`src/rtl/i2c_bus_monitor.sv`:
```
// Passive I2C bus monitor: synchronizes SDA/SCL, detects START/STOP, decodes
// bytes with their ACK bit and keeps frame and NACK statistics.
module i2c_bus_monitor #(
   parameter int SYNC_STAGES = 2,
   parameter int CNT_WIDTH   = 16
) (
   input  logic                 clk,
   input  logic                 reset,
   input  logic                 enable,
   input  logic                 sda_in,
   input  logic                 scl_in,
   output logic                 start_det,
   output logic                 stop_det,
   output logic                 byte_valid,
   output logic [7:0]           byte_data,
   output logic                 byte_is_addr,
   output logic                 byte_ack,
   output logic                 rw,
   output logic                 bus_busy,
   output logic                 frame_err,
   output logic [CNT_WIDTH-1:0] frame_count,
   output logic [7:0]           nack_count
);

   typedef enum logic [1:0] {
      IDLE = 2'd0,
      ADDR = 2'd1,
      DATA = 2'd2
   } state_t;

   logic [SYNC_STAGES-1:0] sdaSync_q;
   logic [SYNC_STAGES-1:0] sclSync_q;
   logic                   sdaHist_q;
   logic                   sclHist_q;
   logic                   sdaNow;
   logic                   sclNow;

   logic startStrobe_d, stopStrobe_d, riseStrobe_d, fallStrobe_d;
   logic startStrobe_q, stopStrobe_q, riseStrobe_q, fallStrobe_q;
   logic sampleBit_q;

   state_t                 state_q;
   logic [3:0]             bitCnt_q;
   logic                   openBit_q;
   logic [3:0]             committedBits;
   logic [7:0]             shiftReg_q;
   logic                   startDet_q;
   logic                   stopDet_q;
   logic                   byteValid_q;
   logic [7:0]             byteData_q;
   logic                   byteIsAddr_q;
   logic                   byteAck_q;
   logic                   rw_q;
   logic                   busBusy_q;
   logic                   frameErr_q;
   logic [CNT_WIDTH-1:0]   frameCount_q;
   logic [7:0]             nackCount_q;

   // Flops preset to 1 so an idle bus seen at reset release looks unchanged.
   always_ff @(posedge clk or posedge reset) begin
      if (reset) begin
         sdaSync_q <= '1;
         sclSync_q <= '1;
         sdaHist_q <= 1'b1;
         sclHist_q <= 1'b1;
      end else begin
         sdaSync_q <= {sdaSync_q[SYNC_STAGES-2:0], sda_in};
         sclSync_q <= {sclSync_q[SYNC_STAGES-2:0], scl_in};
         sdaHist_q <= sdaSync_q[SYNC_STAGES-1];
         sclHist_q <= sclSync_q[SYNC_STAGES-1];
      end
   end

   assign sdaNow = sdaSync_q[SYNC_STAGES-1];
   assign sclNow = sclSync_q[SYNC_STAGES-1];

   assign startStrobe_d = sclNow & sclHist_q & sdaHist_q & ~sdaNow;
   assign stopStrobe_d  = sclNow & sclHist_q & ~sdaHist_q & sdaNow;
   assign riseStrobe_d  = sclNow & ~sclHist_q;
   assign fallStrobe_d  = ~sclNow & sclHist_q;

   always_ff @(posedge clk or posedge reset) begin
      if (reset) begin
         startStrobe_q <= 1'b0;
         stopStrobe_q  <= 1'b0;
         riseStrobe_q  <= 1'b0;
         fallStrobe_q  <= 1'b0;
         sampleBit_q   <= 1'b0;
      end else begin
         startStrobe_q <= startStrobe_d;
         stopStrobe_q  <= stopStrobe_d;
         riseStrobe_q  <= riseStrobe_d;
         fallStrobe_q  <= fallStrobe_d;
         sampleBit_q   <= sdaNow;
      end
   end

   // The SCL high phase that carries a START/STOP was already counted as a bit
   // on its rising edge; only bits whose high phase has ended count as partial.
   assign committedBits = bitCnt_q - {3'b000, openBit_q};

   always_ff @(posedge clk or posedge reset) begin
      if (reset) begin
         state_q      <= IDLE;
         bitCnt_q     <= 4'd0;
         openBit_q    <= 1'b0;
         shiftReg_q   <= 8'h00;
         startDet_q   <= 1'b0;
         stopDet_q    <= 1'b0;
         byteValid_q  <= 1'b0;
         byteData_q   <= 8'h00;
         byteIsAddr_q <= 1'b0;
         byteAck_q    <= 1'b0;
         rw_q         <= 1'b0;
         busBusy_q    <= 1'b0;
         frameErr_q   <= 1'b0;
         frameCount_q <= '0;
         nackCount_q  <= 8'h00;
      end else begin
         startDet_q  <= 1'b0;
         stopDet_q   <= 1'b0;
         byteValid_q <= 1'b0;
         frameErr_q  <= 1'b0;
         busBusy_q   <= enable && (state_q != IDLE);
         if (!enable) begin
            state_q   <= IDLE;
            bitCnt_q  <= 4'd0;
            openBit_q <= 1'b0;
         end else if (startStrobe_q) begin
            startDet_q <= 1'b1;
            frameErr_q <= (committedBits != 4'd0);
            state_q    <= ADDR;
            bitCnt_q   <= 4'd0;
            openBit_q  <= 1'b0;
         end else if (stopStrobe_q) begin
            stopDet_q  <= 1'b1;
            frameErr_q <= (committedBits != 4'd0);
            if (state_q != IDLE) begin
               frameCount_q <= frameCount_q + CNT_WIDTH'(1);
            end
            state_q   <= IDLE;
            bitCnt_q  <= 4'd0;
            openBit_q <= 1'b0;
         end else if (state_q != IDLE) begin
            if (riseStrobe_q) begin
               if (bitCnt_q == 4'd8) begin
                  byteValid_q  <= 1'b1;
                  byteData_q   <= shiftReg_q;
                  byteAck_q    <= ~sampleBit_q;
                  byteIsAddr_q <= (state_q == ADDR);
                  if (state_q == ADDR) begin
                     rw_q <= shiftReg_q[0];
                  end
                  if (sampleBit_q && (nackCount_q != 8'hFF)) begin
                     nackCount_q <= nackCount_q + 8'd1;
                  end
                  state_q   <= DATA;
                  bitCnt_q  <= 4'd0;
                  openBit_q <= 1'b0;
               end else begin
                  shiftReg_q <= {shiftReg_q[6:0], sampleBit_q};
                  bitCnt_q   <= bitCnt_q + 4'd1;
                  openBit_q  <= 1'b1;
               end
            end else if (fallStrobe_q) begin
               openBit_q <= 1'b0;
            end
         end
      end
   end

   assign start_det    = startDet_q;
   assign stop_det     = stopDet_q;
   assign byte_valid   = byteValid_q;
   assign byte_data    = byteData_q;
   assign byte_is_addr = byteIsAddr_q;
   assign byte_ack     = byteAck_q;
   assign rw           = rw_q;
   assign bus_busy     = busBusy_q;
   assign frame_err    = frameErr_q;
   assign frame_count  = frameCount_q;
   assign nack_count   = nackCount_q;

endmodule

```
`config.mk`:
```
export PLATFORM = sky130hd
export DESIGN_NAME = i2c_bus_monitor
export DESIGN_NICKNAME = d
export VERILOG_FILES = /design/src/rtl/i2c_bus_monitor.sv
export SDC_FILE = /design/constraint.sdc
export NUM_CORES = 1
export LEC_CHECK = 0
export ABC_AREA = 1
export BUFFER_PORTS_ARGS = -buffer_cell sky130_fd_sc_hd__buf_2
export CAP_MARGIN = 20
export CELL_PAD_IN_SITES_DETAIL_PLACEMENT = 1
export CELL_PAD_IN_SITES_GLOBAL_PLACEMENT = 1
export CORE_MARGIN = 2
export CORE_UTILIZATION = 45
export DETAILED_ROUTE_END_ITERATION = 16
export GPL_ROUTABILITY_DRIVEN = 0
export GPL_TIMING_DRIVEN = 0
export PLACE_DENSITY = 0.86
export SYNTH_ARGS = -nofsm -noshare
export SYNTH_HDL_FRONTEND = slang
export SYNTH_SLANG_ARGS = --single-unit
```
`constraint.sdc`:
```
create_clock -name clk -period 4.3 [get_ports clk]
set_input_delay 0.43 -clock clk [delete_from_list [all_inputs] [get_ports clk]]
set_output_delay 0.43 -clock clk [all_outputs]
set_load 0.05 [all_outputs]
```
==> impl_results.md <==
* Cts hold-fix bufs at 0
* Post-CTS setup buffer count at 0
* Comb pwr share at 0.056
* CP Capture Type: flip-flop
* Clk_skew at 0.01210 ns
* Reg-to-reg startpoint: bitCnt_q[0]
* Power Density at 360.4 nW/um^2
* Headroom to the max-slew limit at 0.5287
* Post-route ant nets at 0
* Most common library cells after synthesis: 113 x nand2_1, 60 x dfrtp_1, 40 x inv_1
* Critical path class: flip-flop to flip-flop
* # rows at 29
* Net Switching at 0.3136 mW
* Vias in the first global route at 2,487
* Root Buffer: clkbuf_8
* Layout Cell Area excl Fill at 3595 um^2
* Final TNS setup at 0 ns
* Dpl hpwl at 4970 um
* Final Setup Violations at 0
* HP Class: primary input to flip-flop
* Leakage power at 1.869 nW
* Number of max-cap violations at 0
* Switch share at 0.2421
* Fin crit share at 0.3925
* Crit-path max FO at 8
* Clock power frac at 0.444
* Syn Area/Cell at 8.969 um^2
* Unrepaired setup endpoints after global routing: no
* Die footprint at 7430 um^2
* Initial core utilization at 0.4707
* Achievable Freq at 0.5926 GHz
* Worst-Skew Late Latency at 0.34 ns
* DRC at 0
* CTS tree: yes
* CTS H-tree depth at 3
* Critical Path AT at 1.91 ns
* Die Wd at 86.20 um
* IO Pins at 45
* Layout fillers at 795
* Global-route wire length before repair at 11,810 um
* Global route overflow at 0
* Chip height at 86.20 um
* Sequential fraction of the synthesis area at 0.5457
* Syn Std Cell Area at 3040 um^2
* Placed inst area at 3377 um^2
* 1st-pass router iterations at 4
* Hold_sp: sda_in
* Largest net degree at the start of global routing at 36
* Core area at 6459 um^2
* Syn Inst Count at 339
* Outcome: finished, final reports clean
* Worst hold slack at 0.1894 ns
* Fin crit period at 1.688 ns
* Prevailing post-synth register cell: dfrtp_1
* Final Slew Violations at 0
* EDFF count, synth at 0
* TritonCTS Sinks at 66
* Crit path launch type: flip-flop
* Num CTS Buffers at 9
* YS warnings at 0
* Post-CTS Resized at 0
* Diode count at 0
* GRT Total Usage at 0.2035
* Int Pwr at 0.9818 mW
* Part of the power in registers at 0.501
* Power consumption at 1.295 mW
* Vias per cell at 5.023
* Fin. Hold Viols at 0
* Clk buf depth at 2
* Per-cell routed wire length at 14.41 um
* Synth top area share at 0.4938
* Clk slew on worst S/H paths at 0.07 ns
* Area growth from synthesis to layout at 18.23%
* Number of synthesized register bits at 66
* Worst Path Required at 4.52 ns
* Initial antenna violation count at 0
* Via count at 2,396
* Asr flop ratio synth at 1.000
* Synth area leaders: dfrtp_1 49%, nand2_1 14%, dfstp_2 5.2%, inv_1 4.9%, nor2_1 3.5%
* Total wire length at 6872 um
* Layout cell share with drive strength beyond 1 at 0.2500
* Top-count cell post-synth: nand2_1
* Mapped Nets at 349
* Worst Setup SP: bitCnt_q[0]
* I/O Buffers at 44
* Cell taking the most area after synthesis: dfrtp_1
* Yosys cell types at 28
* Worst-Margin Slew at 0.7060 ns
* Nets at 405
* Iter 0 DRT Violations at 70
* Max VDD drop at 0.2617 mV
* Util after Layout at 0.5566
-- stage by stage --
stage	std cells	setup slack, ns
after global routing	477	2.437
after floorplan	339	2.225
after CTS	477	2.599
after detailed placement	461	2.638
after global placement	460	1.388
final	477	2.612
-- metal layers --
metal	GRT usage	vias to the layer above	part of all wire
met4	0.08523	0	0.016
met1	0.2612	1192	0.44
met2	0.3453	41	0.51
met3	0.03048	8	0.030
met5	0	-	0
li1	-	1155	-
-- logic make-up (layout without fill, tap and decap cells) --
kind of cell             after synthesis  in the layout  share of synthesized area
AO/OA/AOI/OAI                         29             29                    0.06008
flip-flops                            66             66                     0.5457
adder cells (fa/ha/maj)                5              5                    0.02058
AND/OR/NAND/NOR                      175            175                     0.2638
XOR/XNOR                              16             16                    0.04609
buffers and inverters                 48            109                    0.06378
-- power groups by stage --
| stage | clock network [mW] | logic, mW | registers (mW) |
|---|---|---|---|
| 2_1_floorplan | 0 | 0.0421 | 0.668 |
| 3_3_place_gp | 0 | 0.0666 | 0.659 |
| 3_5_place_dp | 0 | 0.0736 | 0.660 |
| 4_1_cts | 0.588 | 0.0746 | 0.649 |
| 5_1_grt | 0.611 | 0.0806 | 0.651 |
| 6_report | 0.575 | 0.0720 | 0.649 |
-- registers in the layout (all words and copies together), names as in the netlist, 2 cells and up --
signal	count
byte_data	8
frame_count	16
nack_count	8
bitCnt_q	4
shiftReg_q	8
state_q	2
sdaSync_q	2
sclSync_q	2
-- cell type report --
| cell class | count | area (um^2) | share of cell area |
|---|---|---|---|
| Sequential cell | 66 | 1659 | 0.4615 |
| Multi-Input combinational cell | 225 | 1187 | 0.3303 |
| Timing Repair Buffer | 45 | 240.2 | 0.06683 |
| Inverter | 46 | 177.7 | 0.04943 |
| Clock buffer | 9 | 123.9 | 0.03446 |
| Tap cell | 77 | 96.34 | 0.02680 |
| Clock inverter | 7 | 93.84 | 0.02611 |
| Buffer | 2 | 16.27 | 0.004525 |
-- layout by cell type (no fill, tap or decap), types with 3 or more instances in the layout --
master / Yosys / layout
nand2_1: 113 / 113
dfrtp_1: 60 / 60
buf_2: 1 / 45
inv_1: 40 / 39
nor2_1: 28 / 28
nand3_1: 11 / 11
o21ai_1: 9 / 9
clkbuf_8: 0 / 9
o21ai_2: 8 / 8
xnor2_1: 8 / 8
xor2_1: 8 / 8
o21ai_0: 7 / 7
dfstp_2: 6 / 6
inv_2: 4 / 5
nand2_2: 5 / 5
nand4_1: 5 / 5
ha_1: 5 / 5
nor2_4: 4 / 4
a21oi_1: 3 / 3
-- critical path, stage by stage (launching register included) --
cell and delay (ns):
dfrtp_1 0.38, inv_1 0.15, ha_1 0.18, nand3_1 0.10
inv_2 0.15, nand2_2 0.11, nor2_4 0.17, nand2_2 0.16
nand2_1 0.11, nand2_1 0.06
-- path summary, 6_finish.rpt --
path	end	cells after the start	slack, ns
worst min-delay path	sdaSync_q[0]	1	0.19
worst max register to register	nack_count[2]	9	2.61
worst min register to register	sdaSync_q[1]	0	0.36
worst max-delay path	nack_count[2]	9	2.61
min in group asynchronous	frame_count[0]	2	0.20
max in group asynchronous	sclHist_q	3	3.41
(Power assumes the default switching activity.)
